--- src/rtl/mvu_pkg.sv ---
// Shared types and sizing for the MVU result read-client scheduler.
// Used by mvu_rdc_scheduler and rdc_rr_arbiter.
package mvu_pkg;

    localparam int NMVU       = 8;
    localparam int BDBANKA    = 15;
    localparam int BDBANKW    = 64;
    localparam int RD_LAT     = 2;
    localparam int FIFO_DEPTH = 4;
    localparam int LENW       = 8;
    localparam int MW         = $clog2(NMVU);
    localparam int FAW        = $clog2(FIFO_DEPTH);

    typedef enum logic [1:0] {
        IDLE,
        ARB,
        READ,
        DRAIN
    } rdc_state_t;

    typedef struct packed {
        logic [MW-1:0] mvu;
        logic          last;
    } rdc_tag_t;

    function automatic logic [NMVU-1:0] onehot(input logic [MW-1:0] idx);
        logic [NMVU-1:0] v;
        v      = '0;
        v[idx] = 1'b1;
        return v;
    endfunction

endpackage

--- src/rtl/rdc_rr_arbiter.sv ---
// Combinational round-robin pick: first pending index at or after the
// pointer, wrapping around.
module rdc_rr_arbiter
    import mvu_pkg::*;
(
    input  logic [NMVU-1:0] i_pending,
    input  logic [MW-1:0]   i_ptr,
    output logic [MW-1:0]   o_sel,
    output logic            o_any
);

    logic [MW-1:0] w_idx;

    always_comb begin
        o_sel = '0;
        o_any = 1'b0;
        w_idx = '0;
        for (int k = 0; k < NMVU; k++) begin
            w_idx = MW'((int'(i_ptr) + k) % NMVU);
            if (!o_any && i_pending[w_idx]) begin
                o_sel = w_idx;
                o_any = 1'b1;
            end
        end
    end

endmodule

--- src/rtl/mvu_rdc_scheduler.sv ---
// Reads finished MVU result blocks and merges them into one credit-limited stream.
// Optional perf counters: define BARVINN_RDC_PERF_EN.
module mvu_rdc_scheduler
    import mvu_pkg::*;
(
    input  logic                      clk,
    input  logic                      rst,
    input  logic                      cfg_we,
    input  logic [MW-1:0]             cfg_mvu,
    input  logic [BDBANKA-1:0]        cfg_base,
    input  logic [LENW-1:0]           cfg_len,
    input  logic [NMVU-1:0]           mvu_irq_tap,
    output logic [NMVU-1:0]           mvu_rdc_en,
    output logic [NMVU*BDBANKA-1:0]   mvu_rdc_addr,
    input  logic [NMVU-1:0]           mvu_rdc_grnt,
    input  logic [NMVU*BDBANKW-1:0]   mvu_rdc_word,
    output logic                      out_valid,
    input  logic                      out_ready,
    output logic [BDBANKW-1:0]        out_data,
    output logic [MW-1:0]             out_mvu,
    output logic                      out_last,
    output logic [NMVU-1:0]           pending,
    output logic                      busy
`ifdef BARVINN_RDC_PERF_EN
    ,
    output logic [31:0]               perf_stall_cnt,
    output logic [31:0]               perf_jobs
`endif
);

    localparam int CW = FAW + 2;

    rdc_state_t         r_state;
    rdc_state_t         w_state_nxt;
    logic [MW-1:0]      r_ptr;
    logic [MW-1:0]      r_sel;
    logic [BDBANKA-1:0] r_addr;
    logic [LENW-1:0]    r_rem;
    logic [NMVU-1:0]    r_pending;
    logic [BDBANKA-1:0] r_base [NMVU];
    logic [LENW-1:0]    r_len  [NMVU];

    logic [RD_LAT-1:0]  r_pv;
    rdc_tag_t           r_ptag [RD_LAT];

    logic [BDBANKW-1:0] r_fdata [FIFO_DEPTH];
    rdc_tag_t           r_ftag  [FIFO_DEPTH];
    logic [FAW-1:0]     r_wp;
    logic [FAW-1:0]     r_rp;
    logic [FAW:0]       r_cnt;

    logic [MW-1:0]      w_sel;
    logic               w_any;
    logic               w_arb;
    logic [NMVU-1:0]    w_clr;
    logic [CW-1:0]      w_inflight;
    logic [CW-1:0]      w_used;
    logic               w_req;
    logic               w_acc;
    logic               w_push;
    logic               w_pop;
    logic [BDBANKW-1:0] w_word;

    rdc_rr_arbiter u_arb (
        .i_pending (r_pending),
        .i_ptr     (r_ptr),
        .o_sel     (w_sel),
        .o_any     (w_any)
    );

    always_comb begin
        w_inflight = '0;
        for (int k = 0; k < RD_LAT; k++) begin
            w_inflight = w_inflight + CW'(r_pv[k]);
        end
    end

    // Credits count both FIFO entries and reads still in the return pipe.
    assign w_used = CW'(r_cnt) + w_inflight;
    assign w_arb  = (r_state == ARB);
    assign w_clr  = (w_arb && w_any) ? onehot(w_sel) : '0;
    assign w_req  = (r_state == READ) && (w_used < CW'(FIFO_DEPTH));
    assign w_acc  = w_req && mvu_rdc_grnt[r_sel];
    assign w_push = r_pv[RD_LAT-1];
    assign w_pop  = out_valid && out_ready;
    assign w_word = mvu_rdc_word[int'(r_ptag[RD_LAT-1].mvu)*BDBANKW +: BDBANKW];

    always_comb begin
        w_state_nxt = r_state;
        unique case (r_state)
            IDLE: begin
                if (|r_pending) w_state_nxt = ARB;
            end
            ARB: begin
                if (!w_any || r_len[w_sel] == '0) w_state_nxt = IDLE;
                else                              w_state_nxt = READ;
            end
            READ: begin
                if (w_acc && r_rem == LENW'(1)) w_state_nxt = DRAIN;
            end
            DRAIN: begin
                if (w_inflight == '0) w_state_nxt = IDLE;
            end
            default: w_state_nxt = IDLE;
        endcase
    end

    always_comb begin
        mvu_rdc_en   = '0;
        mvu_rdc_addr = '0;
        if (w_req) begin
            mvu_rdc_en = onehot(r_sel);
            mvu_rdc_addr[int'(r_sel)*BDBANKA +: BDBANKA] = r_addr;
        end
    end

    always_ff @(posedge clk or posedge rst) begin
        if (rst) begin
            r_state   <= IDLE;
            r_ptr     <= '0;
            r_sel     <= '0;
            r_addr    <= '0;
            r_rem     <= '0;
            r_pending <= '0;
            r_pv      <= '0;
            r_wp      <= '0;
            r_rp      <= '0;
            r_cnt     <= '0;
            for (int k = 0; k < NMVU; k++) begin
                r_base[k] <= '0;
                r_len[k]  <= '0;
            end
            for (int k = 0; k < RD_LAT; k++) begin
                r_ptag[k] <= '0;
            end
        end else begin
            r_state   <= w_state_nxt;
            r_pending <= (r_pending & ~w_clr) | mvu_irq_tap;
            if (cfg_we) begin
                r_base[cfg_mvu] <= cfg_base;
                r_len[cfg_mvu]  <= cfg_len;
            end
            if (w_arb && w_any) begin
                r_sel  <= w_sel;
                r_ptr  <= MW'((int'(w_sel) + 1) % NMVU);
                r_addr <= r_base[w_sel];
                r_rem  <= r_len[w_sel];
            end
            if (w_acc) begin
                r_addr <= r_addr + BDBANKA'(1);
                r_rem  <= r_rem - LENW'(1);
            end
            r_pv[0]   <= w_acc;
            r_ptag[0] <= '{mvu: r_sel, last: (r_rem == LENW'(1))};
            for (int k = 1; k < RD_LAT; k++) begin
                r_pv[k]   <= r_pv[k-1];
                r_ptag[k] <= r_ptag[k-1];
            end
            if (w_push) r_wp <= r_wp + FAW'(1);
            if (w_pop)  r_rp <= r_rp + FAW'(1);
            r_cnt <= r_cnt + (FAW+1)'(w_push) - (FAW+1)'(w_pop);
        end
    end

    // Storage only; validity is tracked by r_cnt, so no reset is needed.
    always_ff @(posedge clk) begin
        if (w_push) begin
            r_fdata[r_wp] <= w_word;
            r_ftag[r_wp]  <= r_ptag[RD_LAT-1];
        end
    end

    assign out_valid = (r_cnt != '0);
    assign out_data  = out_valid ? r_fdata[r_rp]     : '0;
    assign out_mvu   = out_valid ? r_ftag[r_rp].mvu  : '0;
    assign out_last  = out_valid ? r_ftag[r_rp].last : 1'b0;
    assign pending   = r_pending;
    assign busy      = (r_state != IDLE) || out_valid;

`ifdef BARVINN_RDC_PERF_EN
    logic [31:0] r_stall;
    logic [31:0] r_jobs;

    always_ff @(posedge clk or posedge rst) begin
        if (rst) begin
            r_stall <= '0;
            r_jobs  <= '0;
        end else begin
            if ((|mvu_rdc_en) && !w_acc && r_stall != '1) begin
                r_stall <= r_stall + 32'd1;
            end
            if (w_arb && w_any && r_len[w_sel] != '0 && r_jobs != '1) begin
                r_jobs <= r_jobs + 32'd1;
            end
        end
    end

    assign perf_stall_cnt = r_stall;
    assign perf_jobs      = r_jobs;
`endif

endmodule

--- config.mk ---
export PLATFORM = sky130hd
export DESIGN_NAME = mvu_rdc_scheduler
export DESIGN_NICKNAME = d
export VERILOG_FILES = /design/src/rtl/mvu_pkg.sv /design/src/rtl/rdc_rr_arbiter.sv /design/src/rtl/mvu_rdc_scheduler.sv
export SDC_FILE = /design/constraint.sdc
export NUM_CORES = 1
export LEC_CHECK = 0
export BUFFER_PORTS_ARGS = -buffer_cell sky130_fd_sc_hd__buf_4
export CAP_MARGIN = 20
export CORE_AREA = 2 2 296 298
export CTS_BUF_LIST = sky130_fd_sc_hd__clkbuf_4 sky130_fd_sc_hd__clkbuf_8
export DETAILED_ROUTE_END_ITERATION = 10
export DIE_AREA = 0 0 298 300
export HOLD_SLACK_MARGIN = 0.02
export PLACE_DENSITY = 0.53
export SYNTH_ARGS = -nofsm -noshare
export SYNTH_HDL_FRONTEND = slang
export SYNTH_SLANG_ARGS = --single-unit
--- constraint.sdc ---
create_clock -name clk -period 15.2 [get_ports clk]
set_clock_uncertainty 0.15 [all_clocks]
set_input_delay 3.04 -clock clk [delete_from_list [all_inputs] [get_ports clk]]
set_output_delay 3.04 -clock clk [all_outputs]
set_load 0.05 [all_outputs]
Word-level counts from Yosys, hierarchy flattened
Memories as Yosys holds them, arrays and structs flattened. Index checks and enable logic that the tools add are counted.

Bits in registers: 240. Bits of input ports: 558. Memories: 2. Logic and storage cells: 182. Memory bits (writable): 272.

Equality and inequality tests: 7. Magnitude comparators: 16. Shifts and indexed selects: 3. Reduce and logical (&&, ||, !) cells: 33. Bitwise logic cells: 6. Add/sub/neg operators: 17. Muxes and demuxes: 67. $mul: 1.

Memories: r_fdata (words 4, width 64, read ports 1, clocked after Yosys merged registers in 0, write ports 1, line mvu_rdc_scheduler.sv:46) `logic [BDBANKW-1:0] r_fdata [FIFO_DEPTH];`; r_ftag (words 4, width 4, read ports 1, clocked after Yosys merged registers in 0, write ports 1, line mvu_rdc_scheduler.sv:47) `rdc_tag_t r_ftag [FIFO_DEPTH];`.

Operator list (count): $shiftx 512x10->64 (1); $and 120x120->120 (1); $bwmux 120 (1); $mux 120 (1); $shift 15x33->120 const A (1); $shiftx 15x33->120 (1); $mux 15 (5); $bwmux 64 (1); $mux 64 (1); $mux 8 (7); $bmux 15 s3 (1); $demux 15 s3 (1); $lt 3x4->1 const B (10); $neg 7->33 (1); $bmux 1 s3 (9); $mux 3 (9); $bmux 8 s3 (1); $demux 8 s3 (1); $mux 1 (22); $add 15x1->15 const B (1); $logic_and 1x1->1 (15); $add 3x3->3 const B (4); $and 8x8->8 (1); $eq 8x1->1 const B (1); other kinds (32) (53).

Depth between registers and ports, before layout
Gate-level depths: netlist (run 1).

Word-level depth: 32. Depth in mapped cells: 20.

Hierarchy
From an unflattened synthesis (run 1), not the netlist that was laid out.

Cells, all modules: 1730. Area, all modules: 26983.4 µm².

Modules (own cells, without submodules): mvu_rdc_scheduler (cells each 1622, instances 1, area each 25987.4 µm², seq. area each 14173.6 µm²); rdc_rr_arbiter (cells each 108, instances 1, area each 996.0 µm², seq. area each 0.0 µm²).

Worst setup path before layout (run 1)
No wires, ideal clock.

Kind: register to output. Start: reg r_pv[1]. End: out mvu_rdc_addr[100]. Path slack: 9039 ps. Data arrival time: 2971 ps. Buffers on the path: 2. Cell stages (with the launch flop): 10. Cell sequence: dfrtp_1 > ha_1 > ha_1 > nor2_1 > nand3_1 > a31oi_1 > clkbuf_1 > clkbuf_1 > nand2_1 > nor3_1.

Longest elaborated chain between the ends: 5.

RTL lines: start: declaration (line mvu_rdc_scheduler.sv:43) `logic [RD_LAT-1:0] r_pv;`; start signal: indexed assignment (line mvu_rdc_scheduler.sv:156) `r_pv[k] <= r_pv[k-1];`; $add 1x1->2 (line mvu_rdc_scheduler.sv:74) `w_inflight = w_inflight + CW'(r_pv[k]);`; $add 3x2->4 (line mvu_rdc_scheduler.sv:79) `assign w_used = CW'(r_cnt) + w_inflight;`; $lt 4x3->1 (line mvu_rdc_scheduler.sv:82) `assign w_req = (r_state == READ) && (w_used < CW'(FIFO_DEPTH));`; $logic_and 1x1->1 (line mvu_rdc_scheduler.sv:82); $mux 120 (line mvu_rdc_scheduler.sv:111) `if (w_req) begin`; end: declaration (line mvu_rdc_scheduler.sv:14) `output logic [NMVU*BDBANKA-1:0] mvu_rdc_addr,`.

Every way passes these cells.

Worst setup path in the final report (run 1)
Start: reg r_pv[1]. End: out mvu_rdc_addr[56].

Same word-level chain as after synthesis.

==> results by group, run 1 <==
Synthesis
  • Post-Synthesis Net Count: roughly 2400
  • Cells after Synth: between 1500 and 2000
  • Synth cell types: 74
  • Post-synth EDFFs: 272
  • Syn Area/Cell: 14.7 um^2
  • Yosys reg bits: around 510
  • Top cells by area, synth: edfxtp_1 30%, dfrtp_1 22%, mux4_2 17%
  • Mapped Area: 27100 um^2
  • Register area share after synthesis: between 50 and 60%
  • Most common cell in the synthesized netlist: edfxtp_1
  • Post-synth top area share: a little under a third
  • Warnings, synthesis: 0
  • Leading area contributor after synthesis: edfxtp_1
  • Post-synth top cells: 272 x edfxtp_1, 260 x mux2_2, 240 x dfrtp_1, 209 x mux4_2, 136 x and2_1
  • Share of flip-flops with an asynchronous set or reset: between 40% and 50%
  • Ys flop type: edfxtp_1

Floorplan
  • Row cnt: around 110
  • Die Span Y: 300 um
  • Die X: 298 um
  • Initial core utilization: 31.4%
  • Die ar.: roughly 89000 um^2
  • Core area: 86200 um^2
  • Ports: approximately 760

Clocking
  • Total clock buffers created by CTS: 86
  • CTS tree: yes
  • Clock Path Buffers: 3
  • Worst-path clk slew: roughly 0.06 ns
  • Clock sinks: 512
  • Post-CTS setup buffer count: 0
  • Root buffer cell: clkbuf_8
  • Hold buffers post-CTS: 0
  • Clk_lat worst skew: 0.68 ns
  • CTS HTree Levels: 3
  • Post-CTS sizing: 0

Drt
  • DRC violations left: 0
  • WL final: 102 mm
  • Antenna-violating nets left: 0
  • Vias: slightly below 20000
  • Initial drt markers: roughly 1300
  • First-pass detailed-route iteration total: 7
  • DR WL/cell: between 20 and 30 um
  • Vias per cell: 5.17

Setup path
  • Critical Path RT: 12.01 ns
  • R2r setup slk: 9.00 ns
  • CP delay by family, top: simple AND/OR/NAND/NOR gates
  • Max incr delay on CP: ~0.8 ns
  • R2R depth: 15
  • Worst setup EP type: primary output
  • Crit path cell chain: ha_1 > ha_1 > nor2_1 > nand3_1 > a31oi_2 > buf_4 > nand4b_1 > nor2_1 > and2_1 > buf_4
  • Critical Path Fanout Max: 22
  • Critical path's slowest cell: nor2_1
  • Buf/Inv on CP: 2
  • R2r startpoint: r_ptr[0]$_DFFE_PP0P_
  • Crit Path Class: reg2out
  • Worst setup SP type: flip-flop
  • Worst EP arrival: roughly 3.7 ns

GRT
  • Largest net degree at the start of global routing: 113
  • First-pass GRT wire length: 146 mm
  • Overall Global Routing Usage: between 20% and 30%
  • Number of antenna violations at the first check in global routing: 29
  • Vias in the first global route: between 20000 and 25000
  • GR Overflow Total: 0

Min path
  • Hold path endpoint: r_ptag[0]$_DFF_PP0_
  • HP Start: r_ptag[4]$_DFF_PP0_
  • Hold Path Class: reg2reg
  • Hold depth: 0

Run status
  • Outcome: complete, no violations

Timing
  • Relative slew margins: between 30 and 40%
  • Max-slew violations: 0
  • Min Tclk post-route: approximately 7 ns
  • F_max: 145 MHz
  • Final hold violation count: 0
  • Hold Slack: 0.197 ns
  • Worst-Margin Slew: around 1.0 ns
  • Period utilization: around 45%
  • Finish-stage setup viols: 0
  • RSZ-0062 raised after global routing: false
  • Setup TNS: 0 ns

Place
  • Cell count after placement: around 3700
  • Input/output buffers: 763
  • Post-DP HPWL: approximately 75 mm
  • Routability cong.: about 0.97

Cells and area
  • Layout cells sized above 1: around 54%
  • Non-Filler Instances: around 3800
  • Layout Utilization: between 40% and 50%
  • Final nets: around 3200
  • Synth-to-layout area growth: 31.9%

Power and ir drop
  • Peak VDD IR: between 0.0001 and 0.00015 V
  • Pwr Density: 188 nW/um^2
  • Leakage: between 10 and 15 nW

Flow run
  • Max-Cap Viols: 0
==> metal layers <==
metal	track usage [%]	vias up	routed length (um)
met2	38.7	770	52600
met3	4.73	161	6510
li1	-	8611	-
met1	26.8	10200	39800
met5	0	-	42
met4	9.60	6	3530
==> area by class of cell <==
type	instances	area [um^2]
Sequential cell	512	14200
Multi-Input combinational cell	1165	12200
Inverter	29	116
Timing Repair Buffer	796	5990
Clock buffer	129	1580
Antenna cell	14	35.0
Clock inverter	20	115
Fill cell	8152	50500
Tap cell	1155	1450
==> flip-flops by register name, summed over array words and instances, names as in the netlist, 8 cells and up, named ones only <==
register	flops
r_fdata	256
r_len	64
r_ftag	16
pending	8
r_addr	15
r_rem	8
r_ptag	8
r_base	120
==> kinds of logic after synthesis <==
family	count (synthesis)	synth area share, %
multiplexers	554	31.4
flip-flops	512	52.4
AND/OR/NAND/NOR	429	8.19
buffers and inverters	169	2.74
AO/OA/AOI/OAI	144	3.79
adder cells (fa/ha/maj)	20	0.952
XOR/XNOR	18	0.583
==> how the worst max path moves through the flow <==
| stage | cells after the start | slack [ns] | end | start |
|---|---|---|---|---|
| global placement | 15 | 9.07 | flip-flop | r_ptr[0]$_DFFE_PP0P_ |
| global route | 10 | 8.09 | mvu_rdc_addr[56] | r_pv[1]$_DFF_PP0_ |
| finish | 10 | 8.32 | mvu_rdc_addr[56] | r_pv[1]$_DFF_PP0_ |
| detailed placement | 15 | 9.01 | flip-flop | r_ptr[0]$_DFFE_PP0P_ |
| floorplan | 1 | 5.42 | async pin | rst |
| CTS | 10 | 8.24 | mvu_rdc_addr[56] | r_pv[1]$_DFF_PP0_ |
==> metrics by stage <==
| step | setup slack, ns | area (um^2) | power (W) |
|---|---|---|---|
| global route | 8.09 | 35700 | 0.00707 |
| detailed placement | 9.01 | 34000 | 0.00556 |
| global placement | 9.07 | 34000 | 0.00551 |
| finish | 8.32 | 35700 | 0.00671 |
| CTS | 8.24 | 35600 | 0.00682 |
| floorplan | 5.42 | 27100 | 0.00442 |
==> cells in the final DEF, fill, tap and decap left out, drive strengths merged, types with 14 or more instances in the layout <==
cell type | synthesis | routed
mux2 | 262 | 262
and2 | 136 | 136
buf | 47 | 796
diode | 0 | 14
clkbuf | 93 | 129
a211oi | 19 | 19
mux4 | 209 | 209
mux2i | 83 | 83
o21ai | 28 | 28
nor3 | 33 | 33
nand3 | 28 | 28
a21oi | 26 | 26
nor2 | 93 | 93
nand2 | 87 | 87
inv | 29 | 32
edfxtp | 272 | 272
ha | 19 | 19
dfrtp | 240 | 240
==> where the power goes <==
part	total [W]	switching [W]	leakage (nW)	internal, W
logic	0.00330	0.00193	8.11	0.00137
registers	0.00218	0.000324	5.31	0.00186
clock network	0.00122	0.000560	0.891	0.000663
total	0.00671	0.00281	14.3	0.00389
==> worst reg2reg max path: stages (launching register included) <==
cell and delay (ns):
dfrtp_1 0.79, inv_1 0.34, ha_1 0.65, mux4_2 0.65
mux2i_1 0.39, o21a_1 0.19, o21ai_1 0.11, a21oi_4 0.14
buf_4 0.52, buf_4 0.79, mux2i_1 0.29, mux2i_1 0.09
mux2_2 0.30, nor4_1 0.43, a21oi_1 0.13, a21o_1 0.18
(Power assumes the default switching activity.)
==> inputs of run 2 (changes only) <==
Settings changed: PLACE_DENSITY 0.53 to 0.55.
Clock period 15.2 ns to 5.5 ns, I/O delays scaled along.
==> run 2 against run 1 <==
Against the previous run:
- register-to-register slack lost 8.1 ns
- routed wire length is 3.2% higher
- sequential cell count unchanged
- final cell count increased by 0.37%
- via count rose by 1.4%
- worst setup slack got worse by 7.8 ns
- die area did not move
- sequential power increased to 2.8 times the previous value
==> results by group, run 2 (synthesis gave the netlist of run 1 again) <==
Power and ir drop
  • Peak VDD IR: 0.000336 V (was 0.000126 V)
  • Leakage: 14.4 nW (was 14.3 nW)
  • Pwr Density: 521 nW/um^2 (was 188 nW/um^2)

Cells and area
  • Commonest non-fill, non-tap cell in the layout: buf_4 (unchanged)
  • Most frequent cells in the layout: 800 x buf_4, 272 x edfxtp_1, 260 x mux2_2, 235 x dfrtp_1, 209 x mux4_2 (was 795 x buf_4, 272 x edfxtp_1, 260 x mux2_2, 235 x dfrtp_1, 209 x mux4_2)
  • Max reg flops: 256 (unchanged)
  • Final nets: 3180 (was 3168)
  • Layout cells sized above 1: 54.5% (was 54.1%)
  • Top reg by flops: r_fdata (unchanged)
  • # fillers: 8147 (was 8152)
  • Synth-to-layout area growth: 32.6% (was 31.9%)
  • Layout Utilization: 41.6% (was 41.4%)
  • Largest registers: r_fdata (256), r_base (120), r_len (64) (unchanged)

Place
  • Routability cong.: 0.975 (was 0.969)
  • Input/output buffers: 763 (unchanged)
  • Post-DP HPWL: 79.3 mm (was 74.6 mm)

GRT
  • Vias in the first global route: 21100 (was 21000)
  • Number of antenna violations at the first check in global routing: 40 (was 29)
  • Largest net degree at the start of global routing: 136 (was 113)
  • First-pass GRT wire length: 150 mm (was 146 mm)
  • Overall Global Routing Usage: 23.0% (was 22.3%)
  • GR Overflow Total: 0 (unchanged)

Timing
  • Max-slew violations: 0 (unchanged)
  • Relative slew margins: 28.1% (was 30.5%)
  • Finish-stage setup viols: 0 (unchanged)
  • F_max: between 150 and 200 MHz
  • Min Tclk post-route: approximately 5.0 ns
  • Worst-Margin Slew: 1.07 ns (was 1.04 ns)
  • Setup TNS: 0 ns (unchanged)
  • Final hold violation count: 0 (unchanged)
  • RSZ-0062 raised after global routing: false (unchanged)
  • Period utilization: between 90% and 100%

Floorplan
  • Die X: 298 um (unchanged)
  • Die ar.: 89400 um^2 (unchanged)
  • Initial core utilization: 31.4% (unchanged)
  • Die Span Y: 300 um (unchanged)
  • Ports: 764 (unchanged)
  • Core area: 86200 um^2 (unchanged)
  • Row cnt: 108 (unchanged)

Clocking
  • Clock Path Buffers: 3 (unchanged)
  • Clock sinks: 512 (unchanged)
  • Root buffer cell: clkbuf_8 (unchanged)
  • Total clock buffers created by CTS: 88 (was 86)
  • Post-CTS setup buffer count: 0 (unchanged)
  • Clk_lat worst skew: 0.68 ns (about the same)
  • Hold buffers post-CTS: 0 (unchanged)
  • Worst-path clk slew: 0.05 ns (was 0.06 ns)
  • Post-CTS sizing: 0 (unchanged)
  • CTS HTree Levels: 3 (unchanged)
  • CTS tree: yes (unchanged)

Drt
  • Vias: 20000 (was 19700)
  • Antenna-violating nets left: 0 (unchanged)
  • DRC violations left: 0 (unchanged)
  • Vias per cell: 5.22 (was 5.17)
  • WL final: 106 mm (was 102 mm)
  • First-pass detailed-route iteration total: 5 (was 7)
  • DR WL/cell: 27.5 um (was 26.8 um)
  • Initial drt markers: 1430 (was 1259)

Min path
  • HP Start: r_ptag[7]$_DFF_PP0_ (was r_ptag[4]$_DFF_PP0_)
  • Hold Path Class: reg2reg (unchanged)

Setup path
  • Crit Path Class: reg2out (unchanged)
  • CP delay by family, top: simple AND/OR/NAND/NOR gates (unchanged)
  • Critical Path Fanout Max: 16 (was 22)
  • Critical Path RT: 4.25 ns (was 12.01 ns)
  • Worst setup SP type: flip-flop (unchanged)
  • Crit path cell chain: inv_1 > ha_1 > nand4b_1 > nor2_1 > and2_1 > buf_4 (was ha_1 > ha_1 > nor2_1 > nand3_1 > a31oi_2 > buf_4 > nand4b_1 > nor2_1 > and2_1 > buf_4)
  • Buf/Inv on CP: 2 (unchanged)
  • Critical path's slowest cell: nor2_1 (unchanged)
  • Worst setup EP type: primary output (unchanged)
  • Max incr delay on CP: 0.85 ns (was 0.79 ns)
  • Worst EP arrival: 3.75 ns (was 3.69 ns)
  • R2r startpoint: r_ptr[0]$_DFFE_PP0P_ (unchanged)
  • Critical Path Source: r_sel[0]$_DFFE_PP0P_ (was r_pv[1]$_DFF_PP0_)

Flow run
  • Max-Cap Viols: 0 (unchanged)

Run status
  • Outcome: complete, no violations (unchanged)
run 2: final cells by class:
cell class	count	area, um^2	area share [%]
Antenna cell	13	32.5	0.0907
Inverter	29	113	0.314
Multi-Input combinational cell	1165	12200	34.0
Sequential cell	512	14200	39.6
Clock inverter	33	268	0.746
Clock buffer	121	1500	4.17
Tap cell	1155	1450	4.03
Timing Repair Buffer	806	6130	17.1
run 2: power by group:
| part | total [W] | switching, W | leakage [nW] | internal (W) |
|---|---|---|---|---|
| logic | 0.00922 | 0.00535 | 8.18 | 0.00387 |
| registers | 0.00602 | 0.000891 | 5.31 | 0.00513 |
| clock network | 0.00347 | 0.00160 | 0.942 | 0.00188 |
run 2: final timing paths:
check	endpoint	slack [ns]	depth (start not counted)
setup reg to reg	r_addr[9]$_DFFE_PP0P_	0.87	14
min in group asynchronous	r_ptag[0]$_DFF_PP0_	0.49	3
setup / recovery	mvu_rdc_addr[58]	0.50	6
max in group asynchronous	r_base[44]$_DFFE_PP0P_	3.49	4
hold reg to reg	r_ptag[3]$_DFF_PP0_	0.19	0
hold / removal	r_ptag[3]$_DFF_PP0_	0.19	0
run 2: per-stage QoR:
step	std cells	power, W	instance area, um^2	hold WS, ns	worst slack [ns]
2_1_floorplan	1846	0.0122	27100	0.181	1.10
3_3_place_gp	3667	0.0153	34100	0.185	0.842
3_5_place_dp	3667	0.0154	34100	0.185	0.849
4_1_cts	3821	0.0190	35800	0.196	0.380
5_1_grt	3830	0.0197	35900	0.204	0.228
6_report	3834	0.0187	35900	0.194	0.500
run 2: layer usage:
metal / wire length [um] / vias to the layer above / global-route usage [%]
met4: 3860 / 16 / 9.28
met3: 7630 / 169 / 5.15
met1: 39000 / 10300 / 26.8
met5: 94 / - / 0
met2: 55100 / 837 / 41.1
li1: - / 8652 / -
run 2: worst register-to-register path, delay by kind of cell (launching register included):
| family | cells | cell delay, ns |
|---|---|---|
| and+or+nand+nor | 5 | 1.04 |
| AOI/OAI and AO/OA | 4 | 1.16 |
| buffers and inverters | 2 | 0.50 |
| DFF | 1 | 0.37 |
| muxes | 2 | 0.80 |
| adders and majority gates | 1 | 0.50 |
==> inputs of run 3 (changes only) <==
Settings changed: CTS_BUF_LIST sky130_fd_sc_hd__clkbuf_4 sky130_fd_sc_hd__clkbuf_8 to unset.
==> run 3 against run 2 <==
Against the previous run:
- total power rose by 2.1%
- largest cell class unchanged
- die area stayed put
- final cell count down 1.2%
- highest routed layer unchanged
- global-route usage decreased by 0.087 points
- combinational power is essentially flat
- routed wire length is 0.28% lower
- register-to-register slack lost 0.03 ns
- sequential cell count is the same
- critical path depth unchanged
==> results by group, run 3 (synthesis gave the netlist of run 1 again) <==
Place
  • Post-DP HPWL: 79.3 mm (unchanged)
  • Routability cong.: 0.975 (unchanged)
  • Pre-CTS setup slack: 0.849 ns (unchanged)
  • Input/output buffers: 763 (unchanged)
  • DP Area: 34100 um^2 (unchanged)

Floorplan
  • Row cnt: 108 (unchanged)
  • Die Span Y: 300 um (unchanged)
  • Die X: 298 um (unchanged)
  • Initial core utilization: 31.4% (unchanged)
  • Core area: 86200 um^2 (unchanged)
  • Die ar.: 89400 um^2 (unchanged)
  • Ports: 764 (unchanged)

Cells and area
  • Final instance area: 36000 um^2 (was 35900 um^2)
  • Top reg by flops: r_fdata (unchanged)
  • Commonest non-fill, non-tap cell in the layout: buf_4 (unchanged)
  • Max reg flops: 256 (unchanged)
  • Layout cells sized above 1: 53.3% (was 54.5%)
  • Largest registers: r_fdata (256), r_base (120), r_len (64) (unchanged)
  • Most frequent cells in the layout: 800 x buf_4, 272 x edfxtp_1, 260 x mux2_2, 235 x dfrtp_1, 209 x mux4_2 (unchanged)
  • Register Area: 14200 um^2 (unchanged)
  • Synth-to-layout area growth: 33.1% (was 32.6%)
  • Final nets: 3148 (was 3180)
  • Area occupied by multi-input gates: 12200 um^2 (unchanged)
  • # fillers: 8120 (was 8147)

Setup path
  • R2r setup slk: 0.84 ns (was 0.87 ns)
  • Critical Path RT: 4.25 ns (about the same)
  • R2r startpoint: r_ptr[0]$_DFFE_PP0P_ (unchanged)
  • Crit Path Class: reg2out (unchanged)
  • Crit Reg-Reg Endpoint: r_addr[9]$_DFFE_PP0P_ (unchanged)
  • Worst setup SP type: flip-flop (unchanged)
  • Worst EP arrival: 3.72 ns (was 3.75 ns)
  • R2R depth: 14 (unchanged)
  • Critical Path Fanout Max: 16 (unchanged)
  • Worst setup EP type: primary output (unchanged)

GRT
  • Largest net degree at the start of global routing: 136 (unchanged)
  • Overall Global Routing Usage: 22.9% (was 23.0%)
  • Number of antenna violations at the first check in global routing: 41 (was 40)
  • First-pass GRT wire length: 149 mm (was 150 mm)
  • GR Overflow Total: 0 (unchanged)
  • Vias in the first global route: 20800 (was 21100)

Clocking
  • Total clock buffers created by CTS: 56 (was 88)
  • Post-CTS setup buffer count: 0 (unchanged)
  • Root buffer cell: clkbuf_16 (was clkbuf_8)
  • CTS HTree Levels: 2 (was 3)
  • Clk_lat worst skew: 0.61 ns (was 0.68 ns)
  • Hold buffers post-CTS: 0 (unchanged)
  • Post-CTS sizing: 0 (unchanged)
  • Worst-path clk slew: 0.06 ns (was 0.05 ns)
  • Clock Path Buffers: 3 (unchanged)
  • Clock sinks: 512 (unchanged)
  • CTS tree: yes (unchanged)

Flow run
  • Max-Cap Viols: 0 (unchanged)

Timing
  • Setup ws final: 0.529 ns (was 0.500 ns)
  • F_max: 201 MHz (was 200 MHz)
  • Relative slew margins: 27.8% (was 28.1%)
  • Worst-Margin Slew: 1.08 ns (was 1.07 ns)
  • Period utilization: 90.4% (was 90.9%)
  • Hold Slack: 0.186 ns (was 0.194 ns)
  • Final hold violation count: 0 (unchanged)
  • Max-slew violations: 0 (unchanged)
  • Finish-stage setup viols: 0 (unchanged)
  • Min Tclk post-route: 4.97 ns (was 5.00 ns)
  • RSZ-0062 raised after global routing: false (unchanged)
  • Setup TNS: 0 ns (unchanged)

Drt
  • DRC violations left: 0 (unchanged)
  • Initial drt markers: 1518 (was 1430)
  • DR WL/cell: 27.8 um (was 27.5 um)
  • Antenna-violating nets left: 0 (unchanged)
  • First-pass detailed-route iteration total: 5 (unchanged)
  • Vias per cell: 5.22 (about the same)
  • WL final: 105 mm (was 106 mm)
  • Vias: 19800 (was 20000)

Min path
  • Hold Path Class: reg2reg (unchanged)
  • Hold path endpoint: r_ptag[3]$_DFF_PP0_ (unchanged)
  • Hold depth: 0 (unchanged)
  • HP Start: r_ptag[7]$_DFF_PP0_ (unchanged)

Power and ir drop
  • Pwr Density: 530 nW/um^2 (was 521 nW/um^2)
  • Tot Pwr: 0.0191 W (was 0.0187 W)
  • Leakage: 14.4 nW (about the same)
  • Peak VDD IR: 0.000351 V (was 0.000336 V)

Run status
  • Outcome: complete, no violations (unchanged)
==> run 3: worst max path at each step <==
stage / startpoint / cells past startpoint / endpoint / slack [ns]
floorplan: rst / 1 / async pin / 1.10
global placement: r_ptr[0]$_DFFE_PP0P_ / 14 / r_addr[9]$_DFFE_PP0P_ / 0.84
detailed placement: r_ptr[0]$_DFFE_PP0P_ / 14 / r_addr[9]$_DFFE_PP0P_ / 0.85
CTS: r_sel[0]$_DFFE_PP0P_ / 6 / mvu_rdc_addr[58] / 0.46
global route: r_sel[0]$_DFFE_PP0P_ / 6 / mvu_rdc_addr[58] / 0.26
finish: r_sel[0]$_DFFE_PP0P_ / 6 / mvu_rdc_addr[58] / 0.53
==> run 3: through the flow <==
stage,std cells,util (%)
2_1_floorplan,1846,-
4_1_cts,3773,41.7
5_1_grt,3783,41.8
6_report,3787,41.8
3_3_place_gp,3667,39.5
3_5_place_dp,3667,39.5
==> run 3: layer usage <==
layer	wire length, um	global-route usage, %	part of all wire [%]	vias to the layer above
met2	55200	41.1	52	772
li1	-	-	-	8573
met3	6800	5.09	6.5	153
met1	39900	26.9	38	10300
met5	99	0	0.094	-
met4	3320	8.33	3.2	16
==> run 3: layout make-up <==
type | instances | area share, %
flip-flops and latches | 512 | 39.4
multi-input cells | 1165 | 33.9
repair buffers | 806 | 17.0
clock buffers | 76 | 4.32
well taps | 1155 | 4.01
clock inverters | 30 | 0.955
inverters | 29 | 0.313
diodes | 14 | 0.0973
==> run 3: critical path, stage by stage, from the launching register on <==
cell,delay [ns]
dfrtp_1,0.81
inv_1,0.33
ha_1,0.43
nand4b_1,0.23
nor2_1,0.86
and2_1,0.25
buf_4,0.20
==> run 3: power by group <==
| group | total [W] | switching, W | internal [W] |
|---|---|---|---|
| combinational | 0.00922 | 0.00535 | 0.00387 |
| sequential | 0.00602 | 0.000894 | 0.00513 |
| clock | 0.00386 | 0.00159 | 0.00227 |
